### src/rtl/booth_divider_seq.sv
// booth_divider_seq: sequential signed divider, 2N-bit dividend by N-bit divisor,
// restoring magnitude division with sign correction, truncation toward zero.
// Ports:
//   CLK, RST        rising-edge clock, asynchronous active-high reset
//   START           request pulse, only sampled in IDLE (ignored while BUSY)
//   DIVIDEND        2N-bit signed dividend, captured on the accepting edge
//   DIVISOR         N-bit signed divisor, captured with DIVIDEND
//   QUOT, REM       N-bit signed quotient / remainder, registered
//   ERR             divide-by-zero or quotient overflow, registered
//   BUSY            high from the accepting edge until DONE
//   DONE            one-cycle completion pulse (N+3 edges normal, 2 edges on error)
module booth_divider_seq #(
   parameter int N = 4
) (
   input  logic           CLK,
   input  logic           RST,
   input  logic           START,
   input  logic [2*N-1:0] DIVIDEND,
   input  logic [N-1:0]   DIVISOR,
   output logic [N-1:0]   QUOT,
   output logic [N-1:0]   REM,
   output logic           ERR,
   output logic           BUSY,
   output logic           DONE
);

   localparam int W  = 2 * N + 1;        // partial-remainder/quotient register width
   localparam int CW = $clog2(N + 1);    // iteration counter must hold N

   typedef enum logic [2:0] {
      S_IDLE,
      S_CHECK,
      S_DIV,
      S_FIX,
      S_FIN
   } state_t;

   state_t          state;
   logic [CW-1:0]   cnt;
   logic [W-1:0]    pr;       // {partial remainder (N+1), dividend/quotient bits (N)}
   logic [N-1:0]    ds_mag;
   logic            sgn_dd;
   logic            sgn_ds;

   logic [2*N-1:0]  dd_abs;
   logic [N-1:0]    ds_abs;
   logic [W-1:0]    lim_eq;
   logic [W-1:0]    lim_ne;
   logic            div_err;
   logic [W-1:0]    pr_sh;
   logic [N+1:0]    diff;
   logic [W-1:0]    pr_next;
   logic [N-1:0]    q_mag;
   logic [N-1:0]    r_mag;

   // Magnitudes as unsigned values: the most negative input still fits
   // (e.g. -128 becomes 8'h80 interpreted unsigned).
   always_comb begin
      dd_abs = DIVIDEND[2*N-1] ? -DIVIDEND : DIVIDEND;
      ds_abs = DIVISOR[N-1]    ? -DIVISOR  : DIVISOR;
   end

   // Overflow bounds: a same-sign quotient must stay below 2^(N-1); an
   // opposite-sign quotient may reach exactly -2^(N-1), hence the +|divisor|.
   always_comb begin
      lim_eq  = W'(ds_mag) << (N - 1);
      lim_ne  = lim_eq + W'(ds_mag);
      div_err = (ds_mag == '0) ||
                ((sgn_dd == sgn_ds) ? (pr >= lim_eq) : (pr >= lim_ne));
   end

   // One restoring step. With no overflow the top N dividend bits are
   // already below |divisor|, so N steps yield the full quotient and the
   // (N+1)-bit upper field never overflows.
   always_comb begin
      pr_sh   = {pr[W-2:0], 1'b0};
      diff    = {1'b0, pr_sh[W-1:N]} - {2'b00, ds_mag};
      pr_next = pr_sh;
      if (!diff[N+1])
         pr_next = {diff[N:0], pr_sh[N-1:1], 1'b1};
      q_mag   = pr[N-1:0];
      r_mag   = pr[2*N-1:N];
   end

   always_ff @(posedge CLK or posedge RST) begin
      if (RST) begin
         state  <= S_IDLE;
         cnt    <= '0;
         pr     <= '0;
         ds_mag <= '0;
         sgn_dd <= 1'b0;
         sgn_ds <= 1'b0;
         QUOT   <= '0;
         REM    <= '0;
         ERR    <= 1'b0;
         BUSY   <= 1'b0;
         DONE   <= 1'b0;
      end else begin
         DONE <= 1'b0;
         case (state)
            S_IDLE: begin
               if (START) begin
                  pr     <= {1'b0, dd_abs};
                  ds_mag <= ds_abs;
                  sgn_dd <= DIVIDEND[2*N-1];
                  sgn_ds <= DIVISOR[N-1];
                  ERR    <= 1'b0;
                  BUSY   <= 1'b1;
                  state  <= S_CHECK;
               end
            end
            S_CHECK: begin
               if (div_err) begin
                  ERR   <= 1'b1;
                  QUOT  <= '0;
                  REM   <= '0;
                  state <= S_FIN;
               end else begin
                  cnt   <= CW'(N);
                  state <= S_DIV;
               end
            end
            S_DIV: begin
               pr  <= pr_next;
               cnt <= cnt - CW'(1);
               if (cnt == CW'(1))
                  state <= S_FIX;
            end
            S_FIX: begin
               // Quotient truncates toward zero; remainder follows the dividend.
               QUOT  <= (sgn_dd ^ sgn_ds) ? -q_mag : q_mag;
               REM   <= sgn_dd ? -r_mag : r_mag;
               ERR   <= 1'b0;
               state <= S_FIN;
            end
            S_FIN: begin
               DONE  <= 1'b1;
               BUSY  <= 1'b0;
               state <= S_IDLE;
            end
            default: state <= S_IDLE;
         endcase
      end
   end

endmodule

### config.mk
export PLATFORM = sky130hd
export DESIGN_NAME = booth_divider_seq
export DESIGN_NICKNAME = d
export VERILOG_FILES = /design/src/rtl/booth_divider_seq.sv
export SDC_FILE = /design/constraint.sdc
export NUM_CORES = 1
export LEC_CHECK = 0
export CORE_AREA = 4 4 82 92
export DETAILED_ROUTE_END_ITERATION = 8
export DIE_AREA = 0 0 86 96
export SETUP_SLACK_MARGIN = 0.05
export SLEW_MARGIN = 30
export SYNTH_ARGS = -nofsm -noshare
export SYNTH_HDL_FRONTEND = slang
export SYNTH_SLANG_ARGS = --single-unit
### constraint.sdc
create_clock -name CLK -period 4.2 [get_ports CLK]
set_input_delay 0.84 -clock CLK [delete_from_list [all_inputs] [get_ports CLK]]
set_output_delay 0.84 -clock CLK [all_outputs]
set_load 0.02 [all_outputs]
==> flow_summary_export.csv <==
group,metric,value,unit
final_layout,antenna_cells,0,
worst_setup_path,crit_required,4.34,ns
detailed_routing,wirelength,5020,um
yosys,async_flop_share,100,%
floorplanning,core.rowCount,31,
clocking,cts_resized,0,
yosys,muxShareOfSynthArea,4.15,%
floorplanning,placeableCoreArea,6560,um^2
power_and_ir_drop,leakagePower,1.15,nW
yosys,synth_cell_types,53,
final_layout,post-route-cell-area,2670,um^2
clocking,tritoncts,"built",
timing,rsz0062_at_grt,"no",
floorplanning,floorplan.initialDensity,34.5,%
placement,place_ws,1.50,ns
yosys,synth_seq_cells,32,
timing,hold_viol,0,
placement,place_area,2580,um^2
timing,finalWorstSetupSlack,1.57,ns
floorplanning,die_w,86,um
worst_setup_path,cp_data_arrival_time,2.77,ns
timing,hold-worst-slack,0.518,ns
detailed_routing,vias,1793,
clocking,cts_made_buffers,5,
clocking,clkSinkCount,32,
placement,dp_hpwl,3880,um
global_route,grt_start_max_net_pins,25,
yosys,yosys.area_share.adder,12.0,%
hold_path,hold_class,"reg -> reg",
floorplanning,chipHeight,96,um
yosys,synthesis.area,2260,um^2
yosys,syn_avg_cell_area,9.26,um^2
yosys,synth_ff_type,"dfrtp_1",
worst_setup_path,path_class,"reg -> reg",
final_layout,layout-drive-gt1-share,7.43,%
worst_setup_path,start_kind,"flop",
placement,gp_congestion,0.864,
floorplanning,io_pins,26,
timing,slew_violations,0,
clocking,worstSkewPairLatency,0.29,ns
global_route,grt_usage,13.2,%
detailed_routing,drtAntennaViolNets,0,
yosys,synth_compound_area_share,17.9,%
final_layout,area_delta_synth_final,17.9,%
yosys,yosys_warnings,0,
yosys,synth_fp_nets,280,
timing,worst_slew_pin_slew,0.854,ns
yosys,synth_xor_area_share,6.92,%
detailed_routing,wl_per_cell,14.3,um
global_route,grt_pass1_wl,8580,um
yosys,yosys.area_share.simple,18.2,%
final_layout,nNetsFinal,304,
timing,setup_viol_count_final,0,
yosys,synth_edf_count,0,
yosys,netlist_instances,244,
global_route,antenna_found_initial,0,
power_and_ir_drop,vdd_drop_max,357,uV
timing,max_freq,380,MHz
clocking,cts_setup_buffers,0,
timing,skew,0.0106,ns
power_and_ir_drop,cellPowerDensity,762,nW/um^2
timing,slew_headroom,42.7,%
yosys,synth_top_family_by_area,"simple AND/OR/NAND/NOR gates",
detailed_routing,route.detailed.vias_per_inst,5.11,
timing,finalSetupTns,0,ns
timing,period_needed,2.63,ns
clocking,clkTransAtPathRegs,0.08,ns
power_and_ir_drop,total_power,2.03,mW
yosys,seq_area_frac_synth,35.4,%
clocking,ctsHoldBuffers,0,
outcome,status,"completed",
detailed_routing,drtIter0Drc,73,
floorplanning,dieArea,8260,um^2
worst_setup_path,end_kind,"flop",
clocking,htree_levels,2,
detailed_routing,dr.pass1.iters,4,
global_route,grt_overflow,0,
clocking,root_buffer,"clkbuf_8",
clocking,cts_buffer_depth,2,
worst_setup_path,crit_fanout,14,
run,drv_cap,0,
timing,finalCritPeriodShare,62.6,%
placement,io_buffers,25,
detailed_routing,drc_errors,0,
global_route,grt_pass1_vias,1732,
==> flip-flops by register name (all words and copies together), names as in the netlist, 3 cells and up <==
name and count:
state 3, REM 4, ds_mag 4, pr 9, QUOT 4, cnt 3
==> cells in the final DEF, fill, tap and decap left out, drive strengths merged, types with 2 or more instances in the layout <==
| cell type | netlist | layout |
|---|---|---|
| nand2 | 19 | 19 |
| nor2b | 4 | 4 |
| and3 | 3 | 3 |
| nand4 | 3 | 3 |
| clkinv | 0 | 4 |
| and2 | 3 | 3 |
| o21a | 2 | 2 |
| mux2i | 6 | 6 |
| inv | 21 | 20 |
| xnor2 | 15 | 15 |
| a22oi | 8 | 8 |
| nor2 | 16 | 16 |
| o22ai | 2 | 2 |
| nand3 | 3 | 3 |
| nor4b | 3 | 3 |
| clkdlybuf4s50 | 0 | 25 |
| a211oi | 2 | 2 |
| o211ai | 2 | 2 |
| a21oi | 3 | 3 |
| nor4 | 3 | 3 |
| dfrtp | 32 | 32 |
| nor3 | 3 | 3 |
| o21ai | 23 | 23 |
| xor2 | 2 | 2 |
| o31ai | 5 | 5 |
| clkbuf | 6 | 5 |
| ha | 20 | 20 |
| mux2 | 3 | 3 |
| nand2b | 13 | 13 |
==> cell type report <==
cell class	count	area, um^2
repair buffers	26	258
flip-flops and latches	32	801
inverters	21	78.8
well taps	82	103
multi-input cells	182	1340
clock buffers	5	68.8
fillers	654	3890
clock inverters	3	18.8
==> Yosys cell counts (all sizes together), types with 4 or more instances <==
| master | n | area [um^2] |
|---|---|---|
| inv | 21 | 78.8 |
| nor2b | 4 | 25.0 |
| ha | 20 | 250 |
| nand2 | 19 | 71.3 |
| nand2b | 13 | 81.3 |
| xnor2 | 15 | 139 |
| dfrtp | 32 | 801 |
| o31ai | 5 | 51.3 |
| o21ai | 23 | 119 |
| clkbuf | 6 | 22.5 |
| nor2 | 16 | 60.1 |
| a22oi | 8 | 60.1 |
| mux2i | 6 | 60.1 |
==> kinds of logic (layout without fill, tap and decap cells) <==
family	count (synthesis)	count (layout)
AND/OR/NAND/NOR	77	77
adder cells (fa/ha/maj)	21	21
AO/OA/AOI/OAI	58	58
buffers and inverters	30	55
XOR/XNOR	17	17
multiplexers	9	9
flip-flops	32	32
==> worst max-delay path, cell delays in order (launching register included) <==
cell	delay, ns
dfrtp_1	0.39
inv_1	0.11
ha_1	0.25
fa_1	0.40
nand2b_1	0.15
a21oi_1	0.27
nor4_2	0.11
o21ai_2	0.58
o221ai_1	0.22
==> through the flow <==
step | util [%] | instances
floorplan | - | 244
global placement | 39.3 | 343
detailed placement | 39.3 | 343
CTS | 40.7 | 351
global route | 40.7 | 351
finish | 40.7 | 351
==> routing by layer <==
metal	up-vias	track usage [%]	part of all wire, %
met5	-	0	0
met4	0	5.80	2.5
met3	10	2.31	2.8
met2	29	21.1	48
met1	841	17.4	47
li1	913	-	-
==> final timing paths <==
path,from,endpoint,slack [ns],cells after the start
min in group asynchronous,RST,REM[1],0.92,2
hold reg to reg,ERR,ERR,0.52,1
max in group asynchronous,RST,sgn_ds,2.70,3
hold / removal,ERR,ERR,0.52,1
setup / recovery,pr[3],REM[1],1.57,8
setup reg to reg,pr[3],REM[1],1.57,8
==> where the power goes <==
group	switching (mW)	internal [mW]	leakage (nW)
clock	0.122	0.115	0.0479
combinational	0.656	0.535	0.704
sequential	0.166	0.435	0.401
(Power assumes the default switching activity.)
